--- src/rtl/div_if.sv ---
// -----------------------------------------------------------------------------
// div_if: request/response bundle between the EX stage and the div_seq divider.
//
// Signals (suffixes are from the divider's point of view):
//   signed_div_i  1        1 = DIV (signed), 0 = DIVU; sampled with start_i
//   opdata1_i     WIDTH    dividend
//   opdata2_i     WIDTH    divisor
//   start_i       1        request, level-held by EX until ready_o is seen
//   annul_i       1        flush of the in-flight division
//   result_o      2*WIDTH  {remainder, quotient}
//   ready_o       1        result valid
//   busy_o        1        divider not idle (EX stalls on this)
//   divzero_o     1        only with DIV_ZERO_FLAG_EN: result came from a /0
//
// Modports: master = EX stage, slave = divider.
// -----------------------------------------------------------------------------
interface div_if #(
    parameter int WIDTH = 32
);
    logic                   signed_div_i;
    logic [WIDTH-1:0]       opdata1_i;
    logic [WIDTH-1:0]       opdata2_i;
    logic                   start_i;
    logic                   annul_i;
    logic [2*WIDTH-1:0]     result_o;
    logic                   ready_o;
    logic                   busy_o;
`ifdef DIV_ZERO_FLAG_EN
    logic                   divzero_o;
`endif

    modport master (
        output signed_div_i, opdata1_i, opdata2_i, start_i, annul_i,
        input  result_o, ready_o, busy_o
`ifdef DIV_ZERO_FLAG_EN
        , input divzero_o
`endif
    );

    modport slave (
        input  signed_div_i, opdata1_i, opdata2_i, start_i, annul_i,
        output result_o, ready_o, busy_o
`ifdef DIV_ZERO_FLAG_EN
        , output divzero_o
`endif
    );
endinterface

--- src/rtl/div_seq.sv ---
// -----------------------------------------------------------------------------
// div_seq: multi-cycle radix-2 restoring divider for DIV/DIVU in the EX stage.
// One quotient bit per cycle; WIDTH iterations per division.
//
// Ports:
//   clk   rising-edge clock
//   rst   synchronous active-high reset
//   dbus  div_if.slave: operands/start/annul in, result/ready/busy out
//
// Optional build macro:
//   DIV_ZERO_FLAG_EN  adds dbus.divzero_o, high alongside ready_o when the
//                     operation took the divide-by-zero path.
// -----------------------------------------------------------------------------
module div_seq #(
    parameter int WIDTH = 32
) (
    input  logic  clk,
    input  logic  rst,
    div_if.slave  dbus
);
    localparam int CNT_W = $clog2(WIDTH);

    typedef enum logic [1:0] {
        S_FREE   = 2'd0,
        S_BYZERO = 2'd1,
        S_ON     = 2'd2,
        S_END    = 2'd3
    } state_e;

    state_e               state_q, state_d;
    logic [WIDTH-1:0]     dvd_q, dvd_d;     // dividend shifting out, quotient shifting in
    logic [WIDTH-1:0]     dsr_q, dsr_d;     // |divisor|
    logic [WIDTH-1:0]     rem_q, rem_d;     // partial remainder
    logic [CNT_W-1:0]     cnt_q, cnt_d;
    logic                 qneg_q, qneg_d;   // negate quotient at the end
    logic                 rneg_q, rneg_d;   // negate remainder at the end
    logic [2*WIDTH-1:0]   result_q, result_d;
    logic                 ready_q, ready_d;
`ifdef DIV_ZERO_FLAG_EN
    logic                 dz_q, dz_d;
`endif

    // Operand magnitudes, computed at issue so the iteration is purely unsigned.
    logic                 op1_neg, op2_neg;
    logic [WIDTH-1:0]     abs1, abs2;

    assign op1_neg = dbus.signed_div_i & dbus.opdata1_i[WIDTH-1];
    assign op2_neg = dbus.signed_div_i & dbus.opdata2_i[WIDTH-1];
    assign abs1    = op1_neg ? (~dbus.opdata1_i + 1'b1) : dbus.opdata1_i;
    assign abs2    = op2_neg ? (~dbus.opdata2_i + 1'b1) : dbus.opdata2_i;

    // One restoring step. rem_q < dsr_q always holds, so the shifted
    // remainder fits in WIDTH+1 bits and the borrow is the sign bit.
    logic [WIDTH:0]       rem_sh, diff;
    logic                 q_bit;
    logic [WIDTH-1:0]     rem_nx, dvd_nx, q_fix, r_fix;

    assign rem_sh = {rem_q, dvd_q[WIDTH-1]};
    assign diff   = rem_sh - {1'b0, dsr_q};
    assign q_bit  = ~diff[WIDTH];
    assign rem_nx = q_bit ? diff[WIDTH-1:0] : rem_sh[WIDTH-1:0];
    assign dvd_nx = {dvd_q[WIDTH-2:0], q_bit};
    // 0x80..0 / -1 wraps back to 0x80..0 here, which is the intended result.
    assign q_fix  = qneg_q ? (~dvd_nx + 1'b1) : dvd_nx;
    assign r_fix  = rneg_q ? (~rem_nx + 1'b1) : rem_nx;

    always_comb begin
        state_d  = state_q;
        dvd_d    = dvd_q;
        dsr_d    = dsr_q;
        rem_d    = rem_q;
        cnt_d    = cnt_q;
        qneg_d   = qneg_q;
        rneg_d   = rneg_q;
        result_d = result_q;
        ready_d  = ready_q;
`ifdef DIV_ZERO_FLAG_EN
        dz_d     = dz_q;
`endif
        case (state_q)
            S_FREE: begin
                if (dbus.start_i && !dbus.annul_i) begin
                    dvd_d   = abs1;
                    dsr_d   = abs2;
                    rem_d   = '0;
                    cnt_d   = '0;
                    qneg_d  = op1_neg ^ op2_neg;
                    rneg_d  = op1_neg;
                    state_d = (dbus.opdata2_i == '0) ? S_BYZERO : S_ON;
                end
            end
            S_BYZERO: begin
                if (dbus.annul_i) begin
                    state_d = S_FREE;
                end else begin
                    result_d = '0;
                    ready_d  = 1'b1;
`ifdef DIV_ZERO_FLAG_EN
                    dz_d     = 1'b1;
`endif
                    state_d  = S_END;
                end
            end
            S_ON: begin
                if (dbus.annul_i) begin
                    state_d = S_FREE;
                end else begin
                    dvd_d = dvd_nx;
                    rem_d = rem_nx;
                    cnt_d = cnt_q + CNT_W'(1);
                    if (cnt_q == CNT_W'(WIDTH - 1)) begin
                        // Last step: publish the sign-corrected result directly.
                        result_d = {r_fix, q_fix};
                        ready_d  = 1'b1;
                        state_d  = S_END;
                    end
                end
            end
            S_END: begin
                // Annul is deliberately ignored: the handshake always completes.
                if (!dbus.start_i) begin
                    result_d = '0;
                    ready_d  = 1'b0;
`ifdef DIV_ZERO_FLAG_EN
                    dz_d     = 1'b0;
`endif
                    state_d  = S_FREE;
                end
            end
            default: state_d = S_FREE;
        endcase
    end

    always_ff @(posedge clk) begin
        if (rst) begin
            state_q  <= S_FREE;
            dvd_q    <= '0;
            dsr_q    <= '0;
            rem_q    <= '0;
            cnt_q    <= '0;
            qneg_q   <= 1'b0;
            rneg_q   <= 1'b0;
            result_q <= '0;
            ready_q  <= 1'b0;
`ifdef DIV_ZERO_FLAG_EN
            dz_q     <= 1'b0;
`endif
        end else begin
            state_q  <= state_d;
            dvd_q    <= dvd_d;
            dsr_q    <= dsr_d;
            rem_q    <= rem_d;
            cnt_q    <= cnt_d;
            qneg_q   <= qneg_d;
            rneg_q   <= rneg_d;
            result_q <= result_d;
            ready_q  <= ready_d;
`ifdef DIV_ZERO_FLAG_EN
            dz_q     <= dz_d;
`endif
        end
    end

    assign dbus.result_o = result_q;
    assign dbus.ready_o  = ready_q;
    assign dbus.busy_o   = (state_q != S_FREE);
`ifdef DIV_ZERO_FLAG_EN
    assign dbus.divzero_o = dz_q;
`endif

endmodule
--- src/flat_wrapper.sv ---
// flat-port wrapper written by rule: the top's interface ports become plain ports
module div_seq_flat 
#(
    parameter int WIDTH = 32
)
  (clk, rst, dbus_signed_div_i, dbus_opdata1_i, dbus_opdata2_i, dbus_start_i, dbus_annul_i, dbus_result_o, dbus_ready_o, dbus_busy_o);
  div_if #(.WIDTH(WIDTH)) dbus_i ();
  input  logic clk;
  input  logic rst;
  input wire logic [$bits(dbus_i.signed_div_i)-1:0] dbus_signed_div_i;
  input wire logic [$bits(dbus_i.opdata1_i)-1:0] dbus_opdata1_i;
  input wire logic [$bits(dbus_i.opdata2_i)-1:0] dbus_opdata2_i;
  input wire logic [$bits(dbus_i.start_i)-1:0] dbus_start_i;
  input wire logic [$bits(dbus_i.annul_i)-1:0] dbus_annul_i;
  output wire logic [$bits(dbus_i.result_o)-1:0] dbus_result_o;
  output wire logic [$bits(dbus_i.ready_o)-1:0] dbus_ready_o;
  output wire logic [$bits(dbus_i.busy_o)-1:0] dbus_busy_o;
  assign dbus_i.signed_div_i = dbus_signed_div_i;
  assign dbus_i.opdata1_i = dbus_opdata1_i;
  assign dbus_i.opdata2_i = dbus_opdata2_i;
  assign dbus_i.start_i = dbus_start_i;
  assign dbus_i.annul_i = dbus_annul_i;
  assign dbus_result_o = dbus_i.result_o;
  assign dbus_ready_o = dbus_i.ready_o;
  assign dbus_busy_o = dbus_i.busy_o;
  div_seq #(.WIDTH(WIDTH)) u_core (.clk(clk), .rst(rst), .dbus(dbus_i));
endmodule
--- config.mk ---
export PLATFORM = sky130hd
export DESIGN_NAME = div_seq_flat
export DESIGN_NICKNAME = d
export VERILOG_FILES = /design/src/rtl/div_if.sv /design/src/rtl/div_seq.sv /design/src/flat_wrapper.sv
export SDC_FILE = /design/constraint.sdc
export NUM_CORES = 1
export LEC_CHECK = 0
export ABC_AREA = 0
export BUFFER_PORTS_ARGS = -buffer_cell sky130_fd_sc_hd__clkbuf_2
export CAP_MARGIN = 20
export CORE_MARGIN = 3
export CORE_UTILIZATION = 45
export DETAILED_ROUTE_END_ITERATION = 10
export PLACE_DENSITY = 0.67
export SLEW_MARGIN = 30
export SYNTH_ARGS = -nofsm -noshare
export SYNTH_HDL_FRONTEND = slang
export SYNTH_SLANG_ARGS = --single-unit
--- constraint.sdc ---
create_clock -name clk -period 4.8 [get_ports clk]
set_input_delay 0.24 -clock clk [delete_from_list [all_inputs] [get_ports clk]]
set_output_delay 0.24 -clock clk [all_outputs]
set_load 0.02 [all_outputs]
# Yosys cells after proc, flatten, opt, wreduce, memory -nomap -nowiden
# Index checks and enable logic that the tools add are counted.
# word_totals
regBits	170
inputBits	69
elab_cells	75
output_inout_bits	66
# op_classes
addsub	6
n_mux	31
bitwise_logic	8
n_reduce_logical	11
n_eq_ne	10
# op_table
operator	count
2-to-1 mux 32 bit	9
2-to-1 mux 64 bit	4
one-hot mux 64 bit (3 select lines)	1
adder 32 x 1 -> 32 bit (second input constant)	4
NOT 32 bit	4
one-hot mux 32 bit (2 select lines)	2
subtractor 33 x 32 -> 33 bit	1
logical NOT 32 bit	1
2-to-1 mux 2 bit	6
2-to-1 mux 5 bit	2
one-hot mux 5 bit (2 select lines)	1
one-hot mux 2 bit (4 select lines)	1
inequality test 2 bit (second input constant)	3
AND reduction 3 bit	2
adder 5 x 1 -> 5 bit (second input constant)	1
== test 5 bit (second input constant)	1
AND reduction 5 bit	1
== test 2 bit (second input constant)	2
2-to-1 mux 1 bit	4
inequality test 2 x 1 -> 1 bit (second input constant)	2
nonzero test 2 bit	2
inequality test 3 x 2 -> 1 bit (second input constant)	1
one-hot mux 1 bit (3 select lines)	1
nonzero test 3 bit	1
8 further kinds	9

# Longest topological paths before layout
# Gate-level depths: netlist of the first run.
# depth
depth_word	8
depth_mapped	23
mapped_depth_nobuf	20

# Least setup slack after synthesis of the first run
# No wires, ideal clock.
# synth_timing
kind	register to register
start	reg u_core.dvd_q[31]
end	reg u_core.result_q[60] (netlist: u_core.dbus.result_o[60])
path_slack_ns	0.204
synth_period_minus_slack_ns	4.596
path_stages_with_launch	23
required_ns	4.672
setup_ns	0.128
t_arrival_ns	4.468
path_buffers	3
cell_sequence	dfxtp_1 -> inv_1 -> ha_1 -> inv_1 -> fa_1 -> a211oi_2 -> o211ai_1 -> nand2_1 -> a21oi_2 -> o31ai_2 -> xnor2_1 -> buf_2 -> buf_2 -> buf_2 -> mux2i_1 -> ha_1 -> nand4bb_1 -> nor4_1 -> a41oi_1 -> or4_1 -> o21ai_2 -> xnor2_1 -> o21ai_1
# synth_between
elab_chain_cells	8
# synth_rtl
item	line_no	source
start: declaration	div_seq.sv:31	logic [WIDTH-1:0] dvd_q, dvd_d;
start signal: assignment	div_seq.sv:150	dvd_q <= dvd_d;
subtractor 33 x 32 -> 33 bit	div_seq.sv:59	assign diff = rem_sh - {1'b0, dsr_q};
2-to-1 mux 32 bit (*)	div_seq.sv:61	assign rem_nx = q_bit ? diff[WIDTH-1:0] : rem_sh[WIDTH-1:0];
NOT 32 bit	div_seq.sv:65	assign r_fix = rneg_q ? (~rem_nx + 1'b1) : rem_nx;
adder 32 x 1 -> 32 bit	div_seq.sv:65	
2-to-1 mux 32 bit (*)	div_seq.sv:65	
2-to-1 mux 64 bit (*)	div_seq.sv:111	if (cnt_q == CNT_W'(WIDTH - 1)) begin
2-to-1 mux 64 bit (*)	div_seq.sv:105	if (dbus.annul_i) begin
one-hot mux 64 bit (3 select lines) (*)	div_seq.sv:80	case (state_q)
end signal: assignment	div_seq.sv:156	result_q <= result_d;
end: declaration	div_seq.sv:37	logic [2*WIDTH-1:0] result_q, result_d;
# Every way passes the cells marked *; elsewhere a longest branch is shown, timed or not. The select of a mux whose other input is x is not followed.
# A chain may end at the register's enable or synchronous reset.

# Worst setup path in the final report of the first run
# Ends and elaborated chain as after synthesis.

==> results.yml, run 1 <==
global_routing:
  grt.total_usage: 0.237
  grt_pass1_wl_um: 51300
  grt_max_degree: 83
  grt_pass1_vias: 9701
  gr-total-overflow: 0
  antenna_found_initial: 0
clock_network:
  clock_latency_ns: 0.44
  cts_tree: "built"
  clk_pin_slew_ns: 0.08
  clockRootBuffer: "clkbuf_16"
  cts.htree.levels: 4
  numClockSinks: 170
  hold_buffers: 0
  cts_made_buffers: 17
  cts_resized: 0
  postCtsSetupRepairBufs: 0
  clockBufferDepth: 2
synthesis:
  ys_top_cells_by_area: "dfxtp_1 (31%), nand2_1 (7.6%), xor2_1 (6.5%)"
  dominantRegCellSynth: "dfxtp_1"
  synth_seq_cells: 170
  synth.top_cells.by_count: "nand2_1 (226), dfxtp_1 (170), nor2_1 (152), a21oi_1 (93), xor2_1 (83)"
  ys_types: 71
  synth_edf_count: 0
  ys_seq_area_frac: 0.305
  syn_nets: 1614
  synth_top_area_frac: 0.305
  synth_area_mm2: 0.0111
  yosys.area.top_type: "dfxtp_1"
  syn-instance-count: 1502
  avgSynthCellArea_um2: 7.42
  yosys_warnings: 0
  synthArstFlopShare: 0
  yosysMostFrequentCell: "nand2_1"
sta:
  tightest_slew_ns: 0.949
  timing.hold.ws_ns: 0.0695
  worst_slew_margin_rel: 0.367
  clock_skew_ns: 0.0158
  finalSetupViolCount: 0
  hold_violations: 0
  min_period_ns: 4.41
  max_freq_ghz: 0.227
  rsz0062_at_grt: "false"
  slew_violations: 0
  finalSetupTns_ns: 0
  finalCritPeriodShare: 0.919
setup_path:
  critPathMaxStageDelay_ns: 0.60
  path_max_fanout: 12
  startpoint: "u_core.dvd_q[31]"
  path_class: "flop to flop"
  r2r_start: "u_core.dvd_q[31]"
  cp_slowest_cell: "or4_1"
  end_kind: "flop"
  crit_required_ns: 5.12
  critPathLaunchType: "flop"
  cp_cell_sequence: "inv_1 -> ha_1 -> inv_1 -> fa_1 -> a211oi_2 -> o211ai_1 -> nand2_1 -> a21oi_2 -> o31ai_2 -> xnor2_2 -> mux2i_1 -> ha_1 -> nand4bb_1 -> nor4_1 -> a41oi_1 -> or4_1 -> o21ai_2 -> xnor2_1 -> o21ai_1"
  critPathArrivalTime_ns: 4.73
drt:
  vias: 10977
  drt_pass1_iterations: 8
  ant_nets: 0
  wl_per_cell_um: 17.1
  finalWirelength_um: 32800
  vias_per_cell: 5.73
  drc_errors: 0
  drt_iter0_markers: 1067
power:
  p_total_uw: 5460
  p_per_area_mw_per_mm2: 433
  leakage_uw: 0.00491
  peakVddDrop_v: 0.000255
final_layout:
  syn_to_final_growth_pct: 13.0
  drive_above_1_share: 0.131
  antenna_cells: 0
  final_area_mm2: 0.0126
  final_nets: 1696
placed_design:
  dpl_cell_area_mm2: 0.0120
  place.detailed.hpwl_um: 24600
  gp_congestion: 0.932
  io_buffers: 134
floorplan:
  ios: 135
  die_x_um: 163
  num_rows: 56
  start_util: 0.466
  dieHeight_um: 163
  die-area_mm2: 0.0267
  core_mm2: 0.0239
flow_run:
  drv_cap: 0
hold_path:
  hold_start: "dbus_opdata2_i[1]"
  hold_class: "input pin to flop"
status:
  status: "finished clean"
[cells in the final DEF (no fill, tap or decap), types with 22 or more instances in the layout]
master | netlist | routed
nor3_1 | 29 | 28
a31oi_1 | 38 | 38
ha_1 | 42 | 42
dfxtp_1 | 170 | 169
a21oi_1 | 93 | 93
o21ai_1 | 56 | 56
nand3_1 | 55 | 55
clkbuf_2 | 0 | 133
nor2_1 | 152 | 149
o31ai_1 | 22 | 22
nand2_1 | 226 | 225
xnor2_1 | 65 | 64
a211oi_1 | 33 | 33
xor2_1 | 83 | 83
a22oi_1 | 38 | 38
o21ai_0 | 63 | 63
inv_1 | 51 | 51
[kinds of logic after synthesis]
family          Yosys count  share of synthesized area
simple gates            568                      0.229
buf+inv                 141                     0.0501
compound gates          418                      0.238
mux                      14                     0.0127
fa+ha+maj                43                     0.0490
flops                   170                      0.305
xor+xnor                148                      0.116
[metal layers]
| layer | share of wire | track usage | vias to the layer above |
|---|---|---|---|
| li1 | - | - | 5518 |
| met1 | 0.51 | 0.382 | 5004 |
| met2 | 0.39 | 0.326 | 418 |
| met3 | 0.084 | 0.0350 | 37 |
| met4 | 0.012 | 0.0511 | 0 |
| met5 | 0 | 0 | - |
[sequential cells by signal, summed over array words and instances (netlist names)]
signal	count
u_core.qneg_q	1
u_core.dsr_q	32
u_core.dbus.ready_o	1
u_core.rneg_q	1
u_core.dvd_q	32
u_core.state_q	2
u_core.cnt_q	5
u_core.dbus.result_o	64
u_core.rem_q	32
[power breakdown]
part           leakage, µW  total (µW)  internal, µW  switching, µW
registers          0.00138        1660          1530            129
clock network     0.000283        1370           692            676
logic              0.00325        2430           774           1660
total              0.00491        5460          2990           2460
[through the flow]
step	worst slack [ns]	util	instances
finish	0.387	0.527	1916
global route	0.0739	0.527	1916
CTS	0.437	0.527	1916
global placement	0.468	0.503	1884
floorplan	0.204	-	1502
detailed placement	0.442	0.503	1884
[critical path: cells and delay by family (launching register included)]
family | cells | cell delay (ns)
AO/OA/AOI/OAI | 7 | 1.11
AND/OR/NAND/NOR | 4 | 1.11
adder cells (fa/ha/maj) | 3 | 0.82
XOR/XNOR | 2 | 0.40
multiplexers | 1 | 0.38
flip-flops | 1 | 0.35
buffers and inverters | 2 | 0.14
[worst paths after layout]
| kind | endpoint | depth (start not counted) | slack (ns) |
|---|---|---|---|
| max | u_core.dbus.result_o[60] | 19 | 0.39 |
| max reg2reg | u_core.dbus.result_o[60] | 19 | 0.39 |
| min | u_core.dsr_q[1] | 3 | 0.07 |
| min reg2reg | u_core.dbus.result_o[54] | 2 | 0.44 |
[layout make-up]
class,count,area [µm²]
tap,319,399
inverter,52,195
multi-input combinational,1191,7210
fill,2372,11300
clock buffer,17,425
sequential,170,3400
clock inverter,15,153
timing repair buffer,152,808
Note: power is estimated with default switching activity, not from simulation.
==> inputs of run 2 (changes only) <==
Settings changed: PLACE_DENSITY 0.67 to default.
Clock period 4.8 ns to 5.1 ns, I/O delays scaled along.
==> run 2 against run 1 <==
Clock power about the same. Sequential share of layout area shrank 0.064 points. Final cell count decreased by 0.10%. Wire length decreased by 1.6%. Total power fell by 4.8%. Via count decreased by 1.8%. Fmax is 7.1% lower. Register-to-register slack lost 0.03 ns. Cell area up 0.24%. Die area did not move. Largest cell class unchanged.
==> results.yml, run 2 (same netlist as run 1, synthesis figures left out) <==
placed_design:
  dpl.cell_count: 1882
  io_buffers: 134
  place.detailed.hpwl_um: 24400
  gp_congestion: 0.897
  dpl_cell_area_mm2: 0.0120
clock_network:
  numClockSinks: 170
  clock_latency_ns: 0.44
  cts_tree: "built"
  cts_made_buffers: 17
  clockBufferDepth: 2
  clockRootBuffer: "clkbuf_16"
  clk_pin_slew_ns: 0.07
  cts.htree.levels: 4
sta:
  finalCritPeriodShare: 0.931
  min_period_ns: 4.75
  finalSetupViolCount: 0
  max_freq_ghz: 0.211
  worst_slew_margin_rel: 0.446
  hold_violations: 0
  slew_violations: 0
  rsz0062_at_grt: "false"
  timing.hold.ws_ns: 0.0855
  tightest_slew_ns: 0.820
  clock_skew_ns: 0.0112
  finalSetupTns_ns: 0
final_layout:
  mostFrequentLayoutCells: "nand2_1 (225), dfxtp_1 (169), nor2_1 (149), clkbuf_2 (133), a21oi_1 (93)"
  syn_to_final_growth_pct: 13.3
  final_area_mm2: 0.0126
  final_nets: 1694
  fin_cells: 1914
  drive_above_1_share: 0.129
  largest_register_ffs: 64
  final_common_cell: "nand2_1"
  antenna_cells: 0
drt:
  finalWirelength_um: 32200
  vias_per_cell: 5.63
  drt_iter0_markers: 1059
  vias: 10776
  drt_pass1_iterations: 5
  drc_errors: 0
  wl_per_cell_um: 16.8
  ant_nets: 0
setup_path:
  end_kind: "flop"
  path_class: "flop to flop"
  critPathArrivalTime_ns: 5.06
  crit_required_ns: 5.41
  path_max_fanout: 20
  critPathLaunchType: "flop"
global_routing:
  gr-usage-met3: 0.0284
  gr-total-overflow: 0
  grt_pass1_wl_um: 51800
  use_met2: 0.311
  grt.busiest_layer: "met1"
  antenna_found_initial: 0
  grt.total_usage: 0.241
  grt_pass1_vias: 9563
  grt_max_degree: 76
  use_met1: 0.413
floorplan:
  die_x_um: 163
  dieHeight_um: 163
  die-area_mm2: 0.0267
  start_util: 0.466
  ios: 135
  num_rows: 56
  core_mm2: 0.0239
hold_path:
  hold_class: "input pin to flop"
flow_run:
  drv_cap: 0
power:
  p_per_area_mw_per_mm2: 411
  leakage_uw: 0.00492
  peakVddDrop_v: 0.000241
status:
  status: "finished clean"
==> run 2: changes by cell type in the layout (fill, tap and decap cells not counted), sizes merged <==
cell    change
buf         -2
clkinv      -3
bufinv      +1
inv         +1
clkbuf      +1
==> run 2: worst max-delay path, cell delays in order (launching register included) <==
cell and delay, ns:
dfxtp_1 0.35, inv_1 0.09, ha_1 0.17, inv_1 0.06, fa_1 0.41, a211oi_2 0.28, o211ai_1 0.14, nand2_1 0.16
a21oi_2 0.08, o31ai_2 0.42, xnor2_4 0.29, mux2i_1 0.35, ha_1 0.35, nand4bb_1 0.21, nor4_1 0.22, a41oi_1 0.14
or4_1 0.59, o21ai_2 0.13, xnor2_1 0.12, o21ai_1 0.06
==> run 2: metal layers <==
metal	share of wire	up-vias	wire length, µm
li1	-	5512	-
met1	0.55	4896	17700
met2	0.38	344	12100
met3	0.065	24	2100
met4	0.010	0	332
met5	0	-	0
==> run 2: per-stage QoR <==
step,util,worst slack [ns],power (µW)
finish,0.528,0.352,5190
global route,0.528,0.0203,5530
CTS,0.528,0.356,5180
detailed placement,0.503,0.373,3840
global placement,0.502,0.493,3830
floorplan,-,0.504,3220
==> run 2: final timing paths <==
kind / startpoint / end / slack [ns] / cells past startpoint
worst max-delay path: u_core.dvd_q[31] / u_core.dbus.result_o[60] / 0.35 / 19
worst min-delay path: dbus_opdata2_i[1] / u_core.dsr_q[1] / 0.09 / 3
worst max register to register: u_core.dvd_q[31] / u_core.dbus.result_o[60] / 0.35 / 19
worst min register to register: u_core.dbus.result_o[44] / u_core.dbus.result_o[44] / 0.44 / 2
==> run 2: what timing repair did <==
item | CTS | global route
buffers inserted | 0 | 0
gates resized for setup | 0 | 1
hold buffers | 0 | 0
setup endpoints to repair | 0 | 1
==> run 2: power by group <==
| group | internal (µW) | total, µW | leakage, µW | switching, µW |
|---|---|---|---|---|
| logic | 729 | 2290 | 0.00325 | 1570 |
| clock network | 702 | 1340 | 0.000289 | 637 |
| registers | 1440 | 1560 | 0.00138 | 121 |
==> run 2: final cells by class <==
cell class,instances,area (µm²)
clock buffer,18,429
clock inverter,14,170
fill,2435,11300
inverter,52,195
multi-input combinational,1191,7220
sequential,170,3400
tap,319,399
timing repair buffer,150,806
